### config.mk
export PLATFORM = sky130hd
export DESIGN_NAME = div_unit_flat
export DESIGN_NICKNAME = d
export VERILOG_FILES = /design/src/rtl/div_unit_if.sv /design/src/rtl/div_unit.sv /design/src/flat_wrapper.sv
export SDC_FILE = /design/constraint.sdc
export NUM_CORES = 1
export LEC_CHECK = 0
export BUFFER_PORTS_ARGS = -buffer_cell sky130_fd_sc_hd__buf_2
export CORE_UTILIZATION = 45
export CTS_BUF_LIST = sky130_fd_sc_hd__clkbuf_8
export CTS_CLUSTER_SIZE = 10
export DETAILED_ROUTE_END_ITERATION = 12
export PLACE_DENSITY = 0.64
export SLEW_MARGIN = 15
export SYNTH_ARGS = -nofsm -noshare
export SYNTH_HDL_FRONTEND = slang
export SYNTH_SLANG_ARGS = --single-unit
### constraint.sdc
create_clock -name clk -period 4.1 [get_ports clk]
set_input_delay 0 -clock clk [delete_from_list [all_inputs] [get_ports clk]]
set_output_delay 0 -clock clk [all_outputs]
set_load 0.005 [all_outputs]
### src/rtl/div_unit_if.sv
// div_unit_if: operand/result bundle between the execute stage and the divider.
//   master (execute stage): drives signed_div_i, opdata1_i, opdata2_i,
//                           start_i, annul_i; observes result_o, ready_o.
//   slave  (div_unit)     : the reverse.
interface div_unit_if #(
  parameter int WIDTH = 32
);
  logic               signed_div_i;
  logic [WIDTH-1:0]   opdata1_i;
  logic [WIDTH-1:0]   opdata2_i;
  logic               start_i;
  logic               annul_i;
  logic [2*WIDTH-1:0] result_o;
  logic               ready_o;

  modport master (
    output signed_div_i, opdata1_i, opdata2_i, start_i, annul_i,
    input  result_o, ready_o
  );

  modport slave (
    input  signed_div_i, opdata1_i, opdata2_i, start_i, annul_i,
    output result_o, ready_o
  );
endinterface

### src/rtl/div_unit.sv
// div_unit: iterative signed/unsigned integer divider, one quotient bit per
// clock by restoring shift-subtract. Result is {remainder, quotient}; the
// remainder takes the sign of the dividend, the quotient truncates toward 0.
// Ports:
//   clk  - clock, rising edge
//   rst  - synchronous reset, active-high, highest priority
//   bus  - div_unit_if.slave: operands, start/annul request, result/ready
//
// state  | meaning
// -------+---------------------------------------------------------------
// IDLE   | waiting for start_i (with annul_i low)
// BYZERO | divisor was zero; next edge publishes a zero result
// ON     | shift-subtract iterations, r_cnt counts 0..WIDTH
// END    | result_o/ready_o held until the consumer drops start_i
module div_unit #(
  parameter int WIDTH = 32
) (
  input logic       clk,
  input logic       rst,
  div_unit_if.slave bus
);

  localparam int CNT_W = $clog2(WIDTH + 1);
  localparam logic [CNT_W-1:0] CNT_DONE = CNT_W'(WIDTH);

  typedef enum logic [1:0] {
    S_IDLE   = 2'd0,
    S_BYZERO = 2'd1,
    S_ON     = 2'd2,
    S_END    = 2'd3
  } state_t;

  state_t r_state;
  state_t w_state_next;

  logic [CNT_W-1:0]   r_cnt;
  logic [WIDTH-1:0]   r_dividend;   // shifts left, feeding its MSB into the remainder
  logic [WIDTH-1:0]   r_divisor;    // divisor magnitude
  logic [WIDTH-1:0]   r_rem;
  logic [WIDTH-1:0]   r_quo;
  logic               r_qneg;
  logic               r_rneg;
  logic [2*WIDTH-1:0] r_result;
  logic               r_ready;

  logic             w_accept;
  logic             w_op1_neg;
  logic             w_op2_neg;
  logic [WIDTH-1:0] w_op1_mag;
  logic [WIDTH-1:0] w_op2_mag;
  logic [WIDTH:0]   w_partial;
  logic             w_ge;
  logic [WIDTH-1:0] w_diff;
  logic [WIDTH-1:0] w_quo_fix;
  logic [WIDTH-1:0] w_rem_fix;

  assign w_accept  = bus.start_i && !bus.annul_i;

  // Magnitudes only when signed; -(-2^(W-1)) wraps to itself, which is the
  // correct unsigned magnitude 2^(W-1).
  assign w_op1_neg = bus.signed_div_i && bus.opdata1_i[WIDTH-1];
  assign w_op2_neg = bus.signed_div_i && bus.opdata2_i[WIDTH-1];
  assign w_op1_mag = w_op1_neg ? (~bus.opdata1_i + WIDTH'(1)) : bus.opdata1_i;
  assign w_op2_mag = w_op2_neg ? (~bus.opdata2_i + WIDTH'(1)) : bus.opdata2_i;

  // The partial remainder is WIDTH+1 bits; after a successful subtract the
  // difference is below the divisor, so its low WIDTH bits are exact.
  assign w_partial = {r_rem, r_dividend[WIDTH-1]};
  assign w_ge      = (w_partial >= {1'b0, r_divisor});
  assign w_diff    = w_partial[WIDTH-1:0] - r_divisor;

  assign w_quo_fix = r_qneg ? (~r_quo + WIDTH'(1)) : r_quo;
  assign w_rem_fix = r_rneg ? (~r_rem + WIDTH'(1)) : r_rem;

  always_ff @(posedge clk) begin
    if (rst) begin
      r_state <= S_IDLE;
    end else begin
      r_state <= w_state_next;
    end
  end

  always_comb begin
    w_state_next = r_state;
    case (r_state)
      S_IDLE: begin
        if (w_accept) begin
          w_state_next = (bus.opdata2_i == '0) ? S_BYZERO : S_ON;
        end
      end
      S_BYZERO: begin
        w_state_next = bus.annul_i ? S_IDLE : S_END;
      end
      S_ON: begin
        if (bus.annul_i) begin
          w_state_next = S_IDLE;
        end else if (r_cnt == CNT_DONE) begin
          w_state_next = S_END;
        end
      end
      S_END: begin
        if (!bus.start_i) begin
          w_state_next = S_IDLE;
        end
      end
      default: w_state_next = S_IDLE;
    endcase
  end

  always_ff @(posedge clk) begin
    if (rst) begin
      r_cnt      <= '0;
      r_dividend <= '0;
      r_divisor  <= '0;
      r_rem      <= '0;
      r_quo      <= '0;
      r_qneg     <= 1'b0;
      r_rneg     <= 1'b0;
      r_result   <= '0;
      r_ready    <= 1'b0;
    end else begin
      case (r_state)
        S_IDLE: begin
          if (w_accept) begin
            r_cnt      <= '0;
            r_dividend <= w_op1_mag;
            r_divisor  <= w_op2_mag;
            r_rem      <= '0;
            r_quo      <= '0;
            r_qneg     <= w_op1_neg ^ w_op2_neg;
            r_rneg     <= w_op1_neg;
          end
        end
        S_BYZERO: begin
          if (!bus.annul_i) begin
            r_result <= '0;
            r_ready  <= 1'b1;
          end
        end
        S_ON: begin
          if (bus.annul_i) begin
            r_cnt <= '0;
          end else if (r_cnt == CNT_DONE) begin
            r_result <= {w_rem_fix, w_quo_fix};
            r_ready  <= 1'b1;
          end else begin
            r_rem      <= w_ge ? w_diff : w_partial[WIDTH-1:0];
            r_quo      <= {r_quo[WIDTH-2:0], w_ge};
            r_dividend <= {r_dividend[WIDTH-2:0], 1'b0};
            r_cnt      <= r_cnt + CNT_W'(1);
          end
        end
        S_END: begin
          if (!bus.start_i) begin
            r_result <= '0;
            r_ready  <= 1'b0;
            r_cnt    <= '0;
          end
        end
        default: begin
          r_ready <= 1'b0;
        end
      endcase
    end
  end

  assign bus.result_o = r_result;
  assign bus.ready_o  = r_ready;

endmodule
### src/flat_wrapper.sv
// flat-port wrapper written by rule: the top's interface ports become plain ports
module div_unit_flat 
#(
  parameter int WIDTH = 32
)
  (clk, rst, bus_signed_div_i, bus_opdata1_i, bus_opdata2_i, bus_start_i, bus_annul_i, bus_result_o, bus_ready_o);
  div_unit_if #(.WIDTH(WIDTH)) bus_i ();
  input logic clk;
  input logic rst;
  input wire logic [$bits(bus_i.signed_div_i)-1:0] bus_signed_div_i;
  input wire logic [$bits(bus_i.opdata1_i)-1:0] bus_opdata1_i;
  input wire logic [$bits(bus_i.opdata2_i)-1:0] bus_opdata2_i;
  input wire logic [$bits(bus_i.start_i)-1:0] bus_start_i;
  input wire logic [$bits(bus_i.annul_i)-1:0] bus_annul_i;
  output wire logic [$bits(bus_i.result_o)-1:0] bus_result_o;
  output wire logic [$bits(bus_i.ready_o)-1:0] bus_ready_o;
  assign bus_i.signed_div_i = bus_signed_div_i;
  assign bus_i.opdata1_i = bus_opdata1_i;
  assign bus_i.opdata2_i = bus_opdata2_i;
  assign bus_i.start_i = bus_start_i;
  assign bus_i.annul_i = bus_annul_i;
  assign bus_result_o = bus_i.result_o;
  assign bus_ready_o = bus_i.ready_o;
  div_unit #(.WIDTH(WIDTH)) u_core (.clk(clk), .rst(rst), .bus(bus_i));
endmodule
==> results.sh <==
export IMPL_status="completed"
export IMPL_fp_coreArea_um2=26060
export IMPL_synth_edf_count=0
export IMPL_synth_top_area_cell="dfxtp_1"
export IMPL_synth_cell_type_count=68
export IMPL_vias=11450
export IMPL_syn_area_um2=11940
export IMPL_crit_slowest_cell="dfxtp_1"
export IMPL_post_cts_resized=0
export IMPL_rsz0062_at_grt="false"
export IMPL_wire_per_inst_um=15.57
export IMPL_cts_buffer_depth=3
export IMPL_n_antenna_cell=0
export IMPL_peakVddDrop_v=0.0004242
export IMPL_hpwl_um=22880
export IMPL_min_path_type="in -> reg"
export IMPL_via_per_inst=5.492
export IMPL_power_leakage_nw=5.821
export IMPL_drtIter0Drc=713
export IMPL_synth_seq_cells=203
export IMPL_slew_headroom_pct=25.13
export IMPL_critPathTopFamily="compound AO/OA/AOI/OAI gates"
export IMPL_synth_area_top_cells="dfxtp_1 (34%), nand2_1 (7.2%), xnor2_1 (6.8%)"
export IMPL_synthFlopType="dfxtp_1"
export IMPL_grt_pass1_wl_um=52470
export IMPL_powerDensity_nw_per_um2=470.0
export IMPL_crit_fanout=24
export IMPL_numCtsBuffers=37
export IMPL_synthArstFlopShare_pct=0
export IMPL_clk_latency_ps=530
export IMPL_drc_errors=0
export IMPL_synthCells=1560
export IMPL_grt_ovfl_total=0
export IMPL_cp_arrival_ps=3530
export IMPL_gr_usage_met1_pct=31.71
export IMPL_startpoint_type="flip-flop"
export IMPL_utilization_pct=54.66
export IMPL_hold_viol_final=0
export IMPL_die_y_um=164.9
export IMPL_cts_root_buf="clkbuf_8"
export IMPL_syn_avg_cell_area_um2=7.652
export IMPL_fp_dieArea_um2=27180
export IMPL_grt_max_degree=67
export IMPL_critPathKind="reg -> reg"
export IMPL_setup_violations=0
export IMPL_cts_hold_fix_buffers=69
export IMPL_grt_usage_pct=23.72
export IMPL_first_pass_iters=5
export IMPL_rows=59
export IMPL_initial_core_util_pct=45.81
export IMPL_drtAntennaViolNets=0
export IMPL_drv_cap=0
export IMPL_cp_end_kind="flip-flop"
export IMPL_busiest_layer="met2"
export IMPL_wl_um=32450
export IMPL_fin_crit_ps=3131
export IMPL_nNetsFinal=1837
export IMPL_cts_setup_buffers=0
export IMPL_die_x_um=164.9
export IMPL_rrSetupSlack_ps=970
export IMPL_drive_gt1_share_pct=13.55
export IMPL_yosysWarnings=0
export IMPL_setup_tns_ps=0
export IMPL_fmax_mhz=319.4
export IMPL_h_tree_depth=2
export IMPL_crit_top_cell="a21o_1"
export IMPL_gp_congestion=0.9005
export IMPL_total_power_mw=6.695
export IMPL_grtUsageMet3_pct=4.144
export IMPL_slew_violations=0
export IMPL_synth_fp_nets=1672
export IMPL_required_ps=4500
export IMPL_cts_sink_count=203
export IMPL_io_pins=134
export IMPL_worstPathCellList="ha_1 > a21o_1 > a21o_1 > a211oi_1 > o2111ai_1 > nor3b_1 > o31a_2 > buf_4 > nand2b_1 > o21ai_0"
export IMPL_max_stage_delay_ps=460
export IMPL_antenna_found_initial=0
export IMPL_numPortBuffers=133
export IMPL_grt_pass1_vias=10560
export IMPL_synth_top_cell_area_share_pct=34.05
export IMPL_syn_to_final_growth_pct=19.34
export IMPL_worst_pin_slew_ps=1122
export IMPL_clkSlewWorstSetupHoldPaths_ps=60
export IMPL_fill_cells=2505
export IMPL_finClkSkew_ps=24.84
export IMPL_met2_usage_pct=39.19
export IMPL_critPathBufInv=1
export IMPL_cts_tree="built"
export IMPL_period_share_pct=76.36
export IMPL_ys_seq_area_share_pct=34.05
stage by stage:
| stage | hold slack, ps | instance area [µm²] | std cells | worst slack, ps |
|---|---|---|---|---|
| after floorplan | 136.0 | 11940 | 1560 | 1477 |
| after global placement | 299.8 | 12820 | 1952 | 1063 |
| after detailed placement | 308.5 | 12820 | 1952 | 1007 |
| after global routing | 77.58 | 14240 | 2084 | 687.0 |
| after CTS | 10.52 | 14240 | 2084 | 988.7 |
| final | 37.18 | 14240 | 2084 | 969.4 |
power by group:
group          internal, mW  switching, mW  total [mW]
clock network          1.06          0.852        1.91
registers              2.13          0.115        2.25
logic                 0.898           1.64        2.54
total                  4.09           2.61        6.70
state kept, by name, indices dropped and copies added (netlist names):
| register | cells |
|---|---|
| u_core.r_rem | 32 |
| u_core.bus.result_o | 64 |
| u_core.r_dividend | 32 |
| u_core.r_quo | 32 |
| u_core.r_rneg | 1 |
| u_core.r_state | 2 |
| u_core.r_divisor | 32 |
| u_core.r_qneg | 1 |
| u_core.r_cnt | 6 |
| u_core.bus.ready_o | 1 |
cell usage in the layout, fill, tap and decap left out, drive strengths merged, types with 5 or more instances in the layout:
| cell type | netlist | layout |
|---|---|---|
| nand2 | 230 | 230 |
| dfxtp | 203 | 203 |
| nor2 | 159 | 159 |
| buf | 15 | 153 |
| a21oi | 133 | 133 |
| o21ai | 115 | 115 |
| xnor2 | 93 | 93 |
| inv | 63 | 77 |
| dlygate4sd3 | 0 | 69 |
| xor2 | 53 | 53 |
| a22oi | 51 | 51 |
| clkbuf | 81 | 45 |
| nand3 | 43 | 43 |
| ha | 42 | 42 |
| a211oi | 30 | 30 |
| o31ai | 23 | 23 |
| nor3 | 22 | 22 |
| nand2b | 18 | 18 |
| nor4 | 18 | 18 |
| or3 | 16 | 16 |
| a31oi | 14 | 14 |
| a21o | 13 | 13 |
| nand4 | 12 | 12 |
| o41ai | 12 | 12 |
| mux2i | 10 | 10 |
| a32oi | 9 | 9 |
| or4 | 9 | 9 |
| and3 | 8 | 8 |
| a311oi | 7 | 7 |
| nand3b | 7 | 7 |
| o21bai | 7 | 7 |
| and2 | 5 | 5 |
| a21boi | 5 | 5 |
worst min-delay path: stages:
cell	delay (ps)
buf_2	110
xor2_1	90
o21ai_0	140
nand2_1	50
a21oi_1	120
metal layers:
metal	vias to the layer above	part of all wire, %
met3	53	5.5
li1	5807	-
met2	274	46
met4	0	1.9
met1	5312	47
met5	-	0
final cells by class:
class | instances | area (µm²) | share of cell area [%]
multi-input combinational | 1198 | 7287 | 51.16
sequential | 203 | 4064 | 28.53
timing repair buffer | 222 | 1509 | 10.59
clock buffer | 45 | 619.3 | 4.348
tap | 335 | 419.2 | 2.942
inverter | 63 | 236.5 | 1.660
clock inverter | 18 | 110.1 | 0.7730
cell usage after synthesis (9+ instances only):
cell / number
a21oi_1: 133
nand2b_1: 18
dfxtp_1: 203
xor2_1: 53
a32oi_1: 9
clkbuf_1: 81
nand3_1: 42
a211oi_1: 29
xnor2_1: 93
nand2_1: 230
ha_1: 42
o21ai_0: 104
o31ai_1: 21
inv_1: 63
o41ai_1: 9
o21ai_1: 10
or3_1: 13
nor3_1: 17
a31oi_1: 14
nor4_1: 16
a22oi_1: 50
nand4_1: 12
nor2_1: 159
mux2i_1: 10
a21o_1: 13
kinds of logic (layout without fill, tap and decap cells):
kind of cell | Yosys count | after routing | share of synthesized area (%)
buffers and inverters | 159 | 348 | 5.199
AND/OR/NAND/NOR | 560 | 560 | 21.50
XOR/XNOR | 146 | 146 | 10.71
AO/OA/AOI/OAI | 439 | 439 | 23.13
multiplexers | 10 | 10 | 0.8386
adder cells (fa/ha/maj) | 43 | 43 | 4.570
flip-flops | 203 | 203 | 34.05
path summary, 6_finish.rpt:
| path | from | endpoint | depth (start not counted) |
|---|---|---|---|
| setup / recovery | u_core.r_rem[19] | u_core.r_rem[26] | 10 |
| hold / removal | bus_opdata1_i[19] | u_core.r_dividend[19] | 5 |
| setup reg to reg | u_core.r_rem[19] | u_core.r_rem[26] | 10 |
| hold reg to reg | u_core.bus.result_o[29] | u_core.bus.result_o[29] | 2 |
Power figures use the tool's default switching activity.
